**config.mk**
```make
export PLATFORM = sky130hd
export DESIGN_NAME = adder_pipe
export DESIGN_NICKNAME = d
export VERILOG_FILES = /design/src/rtl/adder_pipe.sv
export SDC_FILE = /design/constraint.sdc
export NUM_CORES = 1
export LEC_CHECK = 0
export ABC_AREA = 0
export BUFFER_PORTS_ARGS = -buffer_cell sky130_fd_sc_hd__buf_2
export CORE_ASPECT_RATIO = 0.6
export CORE_MARGIN = 3
export CORE_UTILIZATION = 45
export CTS_CLUSTER_SIZE = 30
export DETAILED_ROUTE_END_ITERATION = 8
export GPL_TIMING_DRIVEN = 0
export PLACE_DENSITY = 0.75
export RECOVER_POWER = 50
export SETUP_SLACK_MARGIN = 0.1
export SYNTH_ARGS = -nofsm -noshare
export SYNTH_HDL_FRONTEND = slang
export SYNTH_SLANG_ARGS = --single-unit
export TNS_END_PERCENT = 10
```
**constraint.sdc**
```tcl
create_clock -name clk -period 5 [get_ports clk]
set_clock_uncertainty 0.1 [all_clocks]
set_input_delay 1 -clock clk [delete_from_list [all_inputs] [get_ports clk]]
set_output_delay 1 -clock clk [all_outputs]
set_load 0.03 [all_outputs]
```
**src/rtl/adder_pipe.sv**
```systemverilog
// Chunked ripple-carry adder pipeline: one CW-bit slice per stage, with valid/ready flow control.
// Optional signed-overflow output enabled by defining ADDER_PIPE_OVF_EN.
module adder_pipe #(
  parameter int WIDTH  = 32,
  parameter int STAGES = 4
) (
  input  logic             clk,
  input  logic             rst_n,
  input  logic             in_valid,
  output logic             in_ready,
  input  logic [WIDTH-1:0] a,
  input  logic [WIDTH-1:0] b,
  input  logic             cin,
  output logic             out_valid,
  input  logic             out_ready,
  output logic [WIDTH-1:0] sum,
  output logic             cout
`ifdef ADDER_PIPE_OVF_EN
  ,
  output logic             ovf
`endif
);

  localparam int CW   = WIDTH / STAGES;
  localparam int LAST = STAGES - 1;

  // Handshake: a transfer happens on a rising edge where valid and ready are both 1.
  // The whole pipeline moves together whenever the output slot is empty or being drained.
  logic advance;

  // Per-stage registers: operands still to be consumed, partial sum, chunk carry, valid.
  logic [WIDTH-1:0] a_q [STAGES];
  logic [WIDTH-1:0] b_q [STAGES];
  logic [WIDTH-1:0] s_q [STAGES];
  logic             c_q [STAGES];
  logic             v_q [STAGES];

  logic [WIDTH-1:0] a_d [STAGES];
  logic [WIDTH-1:0] b_d [STAGES];
  logic [WIDTH-1:0] s_d [STAGES];
  logic             c_d [STAGES];
  logic             v_d [STAGES];

  // Stage inputs: stage 0 sees the ports, stage k sees stage k-1's registers.
  logic [WIDTH-1:0] a_in [STAGES];
  logic [WIDTH-1:0] b_in [STAGES];
  logic [WIDTH-1:0] s_in [STAGES];
  logic             c_in [STAGES];
  logic             v_in [STAGES];

  assign advance  = !v_q[LAST] || out_ready;
  assign in_ready = advance;

  always_comb begin
    a_in[0] = a;
    b_in[0] = b;
    s_in[0] = '0;
    c_in[0] = cin;
    v_in[0] = in_valid;
    for (int k = 1; k < STAGES; k++) begin
      a_in[k] = a_q[k-1];
      b_in[k] = b_q[k-1];
      s_in[k] = s_q[k-1];
      c_in[k] = c_q[k-1];
      v_in[k] = v_q[k-1];
    end
  end

  always_comb begin
    logic [CW:0] part;
    part = '0;
    for (int k = 0; k < STAGES; k++) begin
      part = {1'b0, a_in[k][k*CW +: CW]} + {1'b0, b_in[k][k*CW +: CW]}
           + {{CW{1'b0}}, c_in[k]};
      s_d[k]             = s_in[k];
      s_d[k][k*CW +: CW] = part[CW-1:0];
      c_d[k]             = part[CW];
      a_d[k]             = a_in[k];
      b_d[k]             = b_in[k];
      v_d[k]             = v_in[k];
    end
  end

  always_ff @(posedge clk or negedge rst_n) begin
    if (!rst_n) begin
      for (int k = 0; k < STAGES; k++) begin
        a_q[k] <= '0;
        b_q[k] <= '0;
        s_q[k] <= '0;
        c_q[k] <= 1'b0;
        v_q[k] <= 1'b0;
      end
    end else if (advance) begin
      for (int k = 0; k < STAGES; k++) begin
        a_q[k] <= a_d[k];
        b_q[k] <= b_d[k];
        s_q[k] <= s_d[k];
        c_q[k] <= c_d[k];
        v_q[k] <= v_d[k];
      end
    end
  end

  assign out_valid = v_q[LAST];
  assign sum       = s_q[LAST];
  assign cout      = c_q[LAST];

`ifdef ADDER_PIPE_OVF_EN
  // Overflow is formed in the last stage so it is registered alongside sum.
  logic ovf_d, ovf_q;

  assign ovf_d = (a_in[LAST][WIDTH-1] == b_in[LAST][WIDTH-1]) &&
                 (s_d[LAST][WIDTH-1] != a_in[LAST][WIDTH-1]);

  always_ff @(posedge clk or negedge rst_n) begin
    if (!rst_n) begin
      ovf_q <= 1'b0;
    end else if (advance) begin
      ovf_q <= ovf_d;
    end
  end

  assign ovf = ovf_q;
`endif

endmodule

```
## Word-level counts from Yosys, hierarchy flattened

Cells that the tools add are included.

- Flip-flop bits (word level): 280
- Logic and storage cells: 28

- Add/sub/neg operators: 8
- Reductions and logical operators: 2

Operator list:

| kind | count |
|---|---|
| 8-bit by 8-bit adder with 9-bit output | 4 |
| 9-bit by 1-bit adder with 9-bit output | 4 |
| 1-bit zero test | 1 |
| 1-bit logical OR | 1 |

## Depth between registers and ports, before layout

Gate-level depths: netlist (run 1).

- Word-level depth: 2
- Gate-level depth with buffers: 7

## Least setup slack after synthesis (run 1)

Ideal clock, no wire load.

- Kind: input to register
- From: input port a[0]
- To: register c_q (netlist bit c_in[2])
- Arrival time: 2693 ps
- Setup slack: 2083 ps
- Stages: 6
- Path buffers: 0
- Cell sequence: fa_1 fa_1 a211oi_2 nor2_1 o31a_1 o31a_1

- Cells in the longest elaborated chain, start to end: 2

Ends and longest elaborated chain:

| item | line | text |
|---|---|---|
| from (decl) | 11 | `input logic [WIDTH-1:0] a,` |
| 8-bit by 8-bit adder with 9-bit output | 73 | `part = {1'b0, a_in[k][k*CW +: CW]} + {1'b0, b_in[k][k*CW +: CW]}` |
| 9-bit by 1-bit adder with 9-bit output | 74 | `+ {{CW{1'b0}}, c_in[k]};` |
| to (signal, indexed assignment) | 98 | `c_q[k] <= c_d[k];` |
| to (decl) | 35 | `logic c_q [STAGES];` |

No other way between the ends.
A chain may end at the register's enable or synchronous reset.

## Worst setup path in the final report (run 1)

- From: input port out_ready
- To: output port in_ready

- Cells in the longest elaborated chain, start to end: 1

Ends and longest elaborated chain:

| item | line | text |
|---|---|---|
| from (decl) | 15 | `input logic out_ready,` |
| 1-bit logical OR | 51 | `assign advance = !v_q[LAST] \|\| out_ready;` |
| to (decl) | 10 | `output logic in_ready,` |

No other way between the ends.

==> results.ini, run 1 <==
[run_status]
outcome=finished clean

[power]
clkPwrFrac_pct=21.3
pwr-share-seq_pct=38.2
p_int_w=0.00393
comb_power_share_pct=40.5
sw_frac_of_total_pct=40.4
p_leak_nw=5.10
p_per_area_nw_per_um2=678
switchingPower_w=0.00267
vdd_drop_max_mv=0.344

[critical_path]
startpoint_type=input pin
reg2reg_from=a_d[48]
cp-end-kind=output port
required_ns=3.90
worst_ep_arrival_time_ns=2.35
r2r_end=c_in[0]
reg2reg_depth=6
r2r_setup_slack_ns=2.43
crit_type=in2out
cp_max_fo=10

[global_routing]
grt_usage_pct=21.2
grt_max_degree=124
grt_pass1_wl_mm=34.2
grt_pass1_vias=6463
overflow=0
antenna_found_initial=0

[clock_tree]
root_buffer=clkbuf_16
clock_sinks=184
cts_buffers=17
cts_resized=0
cts_hold_buffers=0
h-tree-depth=4
cts_tree=done
postCtsSetupRepairBufs=0
clk_pin_slew_ns=0.07
clkLatencyLatePin_ns=0.43
clk_path_buf_depth=2

[floorplan]
coreArea_um2=17600
initial_core_util_pct=47.2
die_x_um=181
rows=37
die_height_um=111
ios=104
dieArea_um2=20200

[placement]
io_buffers=103
gp_congestion=0.856
dp_hpwl_mm=15.0
postPlaceCellArea_um2=9150
dp.cells=1252

[synthesis]
synth_top_cell_area_share_pct=55.4
syn_area_um2=8310
synth_top_area_cell=dfrtp_1
seq_area_frac_synth_pct=55.4
synth_area_leaders=dfrtp_1 55%, nand2_1 22%, ha_1 4.2%, buf_2 2.0%, fa_1 1.9%
syn-num-nets=1019
syn_avg_cell_area_um2=9.09
synth_cell_types=40
synth_seq_cells=184
synth_cells=914
yosysWarnings=0

[hold_path]
hp-class=reg2reg
hold_depth=2
min-delay-start=sum[8]
min_to=sum[8]

[timing]
hold_ws_ns=0.364
fin_crit_sh_pct=69.1
finalCriticalPeriod_ns=3.45
tns_ns=0
setup-violations-final=0
maxSlewViolCount=0
fmax_mhz=289
hold_violations=0
max_slew_margin_pct=50.8
rsz0062_at_grt=no
worstMarginPinSlew_ns=0.738

[finish]
multi_input_area_um2=3450
mostFrequentLayoutCells=477 x nand2_1, 184 x dfrtp_1, 127 x buf_2
diodes=0
layout-drive-gt1-share_pct=15.8
nets=1142
area_growth_pct=17.2
seq_area_um2=4600
fillCellCount=1637
fin_cells=1283
layout_commonest_cell=nand2_1
fin_area_um2=9740

[route]
ant_nets=0
drc_errors=0
wirelength_mm=20.7
drt_iter0_drc=625
vias=6657
wl_per_cell_um=16.1
viasPerCell=5.19
drt_pass1_iterations=5

[job]
cap_violations=0

[power groups by stage]
stage | registers [W] | logic (W) | clock network, W
floorplan | 0.00270 | 0.00167 | 0
global placement | 0.00252 | 0.00258 | 0
detailed placement | 0.00254 | 0.00265 | 0
CTS | 0.00252 | 0.00268 | 0.00142
global route | 0.00260 | 0.00300 | 0.00148
finish | 0.00252 | 0.00267 | 0.00140
[state kept, by name, summed over array words and instances (netlist names)]
register   cells
cout           1
out_valid      1
b_d           48
sum           32
a_d           48
s_d           48
v_d            3
c_in           3
[area by class of cell]
cell class | count | area share (%)
Timing Repair Buffer | 104 | 5.67
Sequential cell | 184 | 47.3
Inverter | 6 | 0.231
Buffer | 43 | 2.07
Clock inverter | 12 | 1.71
Tap cell | 234 | 3.01
Multi-Input combinational cell | 681 | 35.5
Clock buffer | 19 | 4.55
[kinds of logic after synthesis]
kind of cell,share of synthesized area (%)
muxes,0.843
DFF,55.4
and+or+nand+nor,26.2
adders and majority gates,6.14
buffers and inverters,2.91
xor gates and xnor gates,0.422
AOI/OAI and AO/OA,8.09
[synth_stat cells]
library cell and instances:
a211o_1 1, a211oi_1 17, a211oi_2 2, a21o_1 8
a21oi_1 6, a221o_1 1, a221oi_1 5, and3_2 1
buf_2 34, buf_6 2, clkbuf_1 7, dfrtp_1 184
fa_1 8, ha_1 28, inv_1 6, mux2i_1 7
nand2_1 477, nand2b_1 5, nand3_1 3, nor2_1 8
nor2b_1 1, nor2b_4 1, nor3_1 12, nor3b_1 19
nor4_1 3, nor4b_1 2, o2111ai_1 1, o21a_1 5
o21a_2 1, o21ai_0 28, o21bai_1 7, o22a_1 2
o31a_1 5, o31ai_1 6, o31ai_2 1, or2_2 1
or3_1 4, or4b_1 1, xnor2_1 3, xor2_1 1
[per-stage QoR]
| stage | util, % | total power, W | setup WS, ns |
|---|---|---|---|
| global placement | 51.8 | 0.00510 | -0.149 |
| global route | 55.3 | 0.00709 | 1.44 |
| floorplan | - | 0.00437 | 2.08 |
| CTS | 55.5 | 0.00663 | 1.83 |
| finish | 55.3 | 0.00660 | 1.55 |
| detailed placement | 52.0 | 0.00520 | 1.79 |
[per-layer routing]
| layer | GRT usage, % | wire length (um) | vias up |
|---|---|---|---|
| li1 | - | - | 3213 |
| met1 | 34.0 | 10600 | 3230 |
| met2 | 29.3 | 8640 | 195 |
| met3 | 4.00 | 1200 | 19 |
| met4 | 5.43 | 252 | 0 |
| met5 | 0 | 0 | - |
[how the worst max path moves through the flow]
stage                          from  slack [ns]       end
final                     out_ready        1.55  in_ready
after global routing      out_ready        1.44  in_ready
after CTS                 out_ready        1.83  in_ready
after detailed placement       a[0]        1.79   c_in[2]
after global placement        rst_n       -0.15   a_d[82]
after floorplan                a[0]        2.08   c_in[2]
[worst max-delay path: stages]
cell      delay (ns)
clkbuf_1        0.07
nor2b_1         0.06
inv_1           0.12
clkbuf_1        0.50
buf_2           0.35
buf_2           0.24
No activity file was read; power rests on OpenSTA's default activity.
==> run 2: changes to the inputs <==
Clock period 5 ns to 3.45 ns, I/O delays scaled along.
==> run 2 against run 1 <==
The run now ends with max-capacitance violations, max-slew violations left. Global-route usage did not move. Final cell count did not move. Count of clock-buffer cells in the layout did not move. Register-to-register slack got worse by 1.6 ns. Sequential power rose by 45%. Critical path type is now reg2out.
==> results.ini, run 2 (synthesis results as in run 1) <==
[run_status]
outcome=complete, but fails checks
violations=max-capacitance violations, max-slew violations

[global_routing]
overflow=0
grt_pass1_vias=6463
grt_usage_pct=21.2
antenna_found_initial=0
grt_pass1_wl_mm=34.2
grt_max_degree=124

[timing]
maxSlewViolCount=62
fin_crit_sh_pct=85.5
finalWorstSetupSlack_ns=0.499
worstMarginPinSlew_ns=1.59
max_slew_margin_pct=-5.76
setup-violations-final=0
hold_violations=0
fmax_mhz=339
finalCriticalPeriod_ns=2.95
rsz0062_at_grt=no

[clock_tree]
h-tree-depth=4
cts_buffers=17
cts_tree=done
cts_hold_buffers=0
postCtsSetupRepairBufs=0
root_buffer=clkbuf_16
clock_sinks=184
clk_pin_slew_ns=0.07
clkLatencyLatePin_ns=0.43
cts_resized=0
clk_path_buf_depth=2

[critical_path]
slowest_stage=clkbuf_1
cpPeakStageDelay_ns=0.50
path_buf_inv=4
required_ns=2.66
r2r_end=c_in[0]
reg2reg_depth=6
path_cells=nor2b_4, inv_1, clkbuf_1, buf_2, buf_2
reg2reg_from=a_d[48]
critPathTopFamily=buffers and inverters
cp-end-kind=output port
crit_type=reg2out
r2r_setup_slack_ns=0.88
worst_ep_arrival_time_ns=2.16
path_common_cell=buf_2
cp_max_fo=10
startpoint=out_valid
startpoint_type=flip-flop

[placement]
io_buffers=103
gp_congestion=0.856
post-place-ws_ns=0.552
dp_hpwl_mm=15.0
dp.cells=1252

[finish]
fin_cells=1283
area_growth_pct=17.4
layout_commonest_cell=nand2_1
layout-drive-gt1-share_pct=16.7
mostFrequentLayoutCells=477 x nand2_1, 184 x dfrtp_1, 134 x buf_2
nets=1142
diodes=0

[hold_path]
min-delay-start=a[30]
min_to=a_d[94]
hold_depth=3
hp-class=in2reg

[route]
vias=6614
wl_per_cell_um=16.2
wirelength_mm=20.7
drt_iter0_drc=613
drt_pass1_iterations=5
viasPerCell=5.16
drc_errors=0
ant_nets=0

[floorplan]
ios=104
die_x_um=181
rows=37
die_height_um=111
coreArea_um2=17600
dieArea_um2=20200
initial_core_util_pct=47.2

[power]
switchingPower_w=0.00387
p_int_w=0.00571
p_per_area_nw_per_um2=983
sw_frac_of_total_pct=40.4
comb_power_share_pct=40.6
pwr-share-seq_pct=38.2
clkPwrFrac_pct=21.3
vdd_drop_max_mv=0.495
p_leak_nw=5.13

[job]
cap_violations=1

-- run 2: how the worst max path moves through the flow --
stage | endpoint | slack, ns | depth (start not counted)
4_1_cts | in_ready | 0.76 | 5
5_1_grt | in_ready | 0.38 | 5
2_1_floorplan | c_in[2] | 0.84 | 6
3_5_place_dp | c_in[2] | 0.55 | 7
6_report | in_ready | 0.50 | 5
3_3_place_gp | a_d[82] | -1.39 | 1
-- run 2: per-layer routing --
metal,global-route usage [%],share of wire [%]
met1,34.0,51
met2,29.3,42
met3,4.00,6.0
met4,5.43,1.2
met5,0,0
-- run 2: layout make-up --
cell class	instances	area [um^2]
Tap cell	234	293
Clock inverter	12	166
Multi-Input combinational cell	681	3460
Inverter	6	22.5
Buffer	43	216
Fill cell	1634	7840
Timing Repair Buffer	104	543
Sequential cell	184	4600
Clock buffer	19	443
-- run 2: worst min-delay path, delay by kind of cell --
family	cells	cell delay (ns)
simple gates	2	0.09
buf+inv	1	0.08
-- run 2: through the flow --
| stage | util, % | area (um^2) | hold slack [ns] | setup TNS (ns) | total power [W] |
|---|---|---|---|---|---|
| 2_1_floorplan | - | 8310 | 0.294 | 0 | 0.00634 |
| 3_3_place_gp | 51.8 | 9120 | 0.343 | -250.60 | 0.00739 |
| 3_5_place_dp | 52.0 | 9150 | 0.350 | 0 | 0.00753 |
| 4_1_cts | 55.5 | 9760 | 0.102 | 0 | 0.00960 |
| 5_1_grt | 55.4 | 9750 | 0.355 | 0 | 0.0103 |
| 6_report | 55.4 | 9750 | 0.353 | 0 | 0.00958 |
-- run 2: power groups by stage --
| stage | logic (W) | clock network, W | registers, W |
|---|---|---|---|
| global placement | 0.00374 | 0 | 0.00365 |
| finish | 0.00389 | 0.00204 | 0.00366 |
| floorplan | 0.00242 | 0 | 0.00392 |
| detailed placement | 0.00385 | 0 | 0.00369 |
| CTS | 0.00389 | 0.00206 | 0.00365 |
| global route | 0.00437 | 0.00215 | 0.00376 |
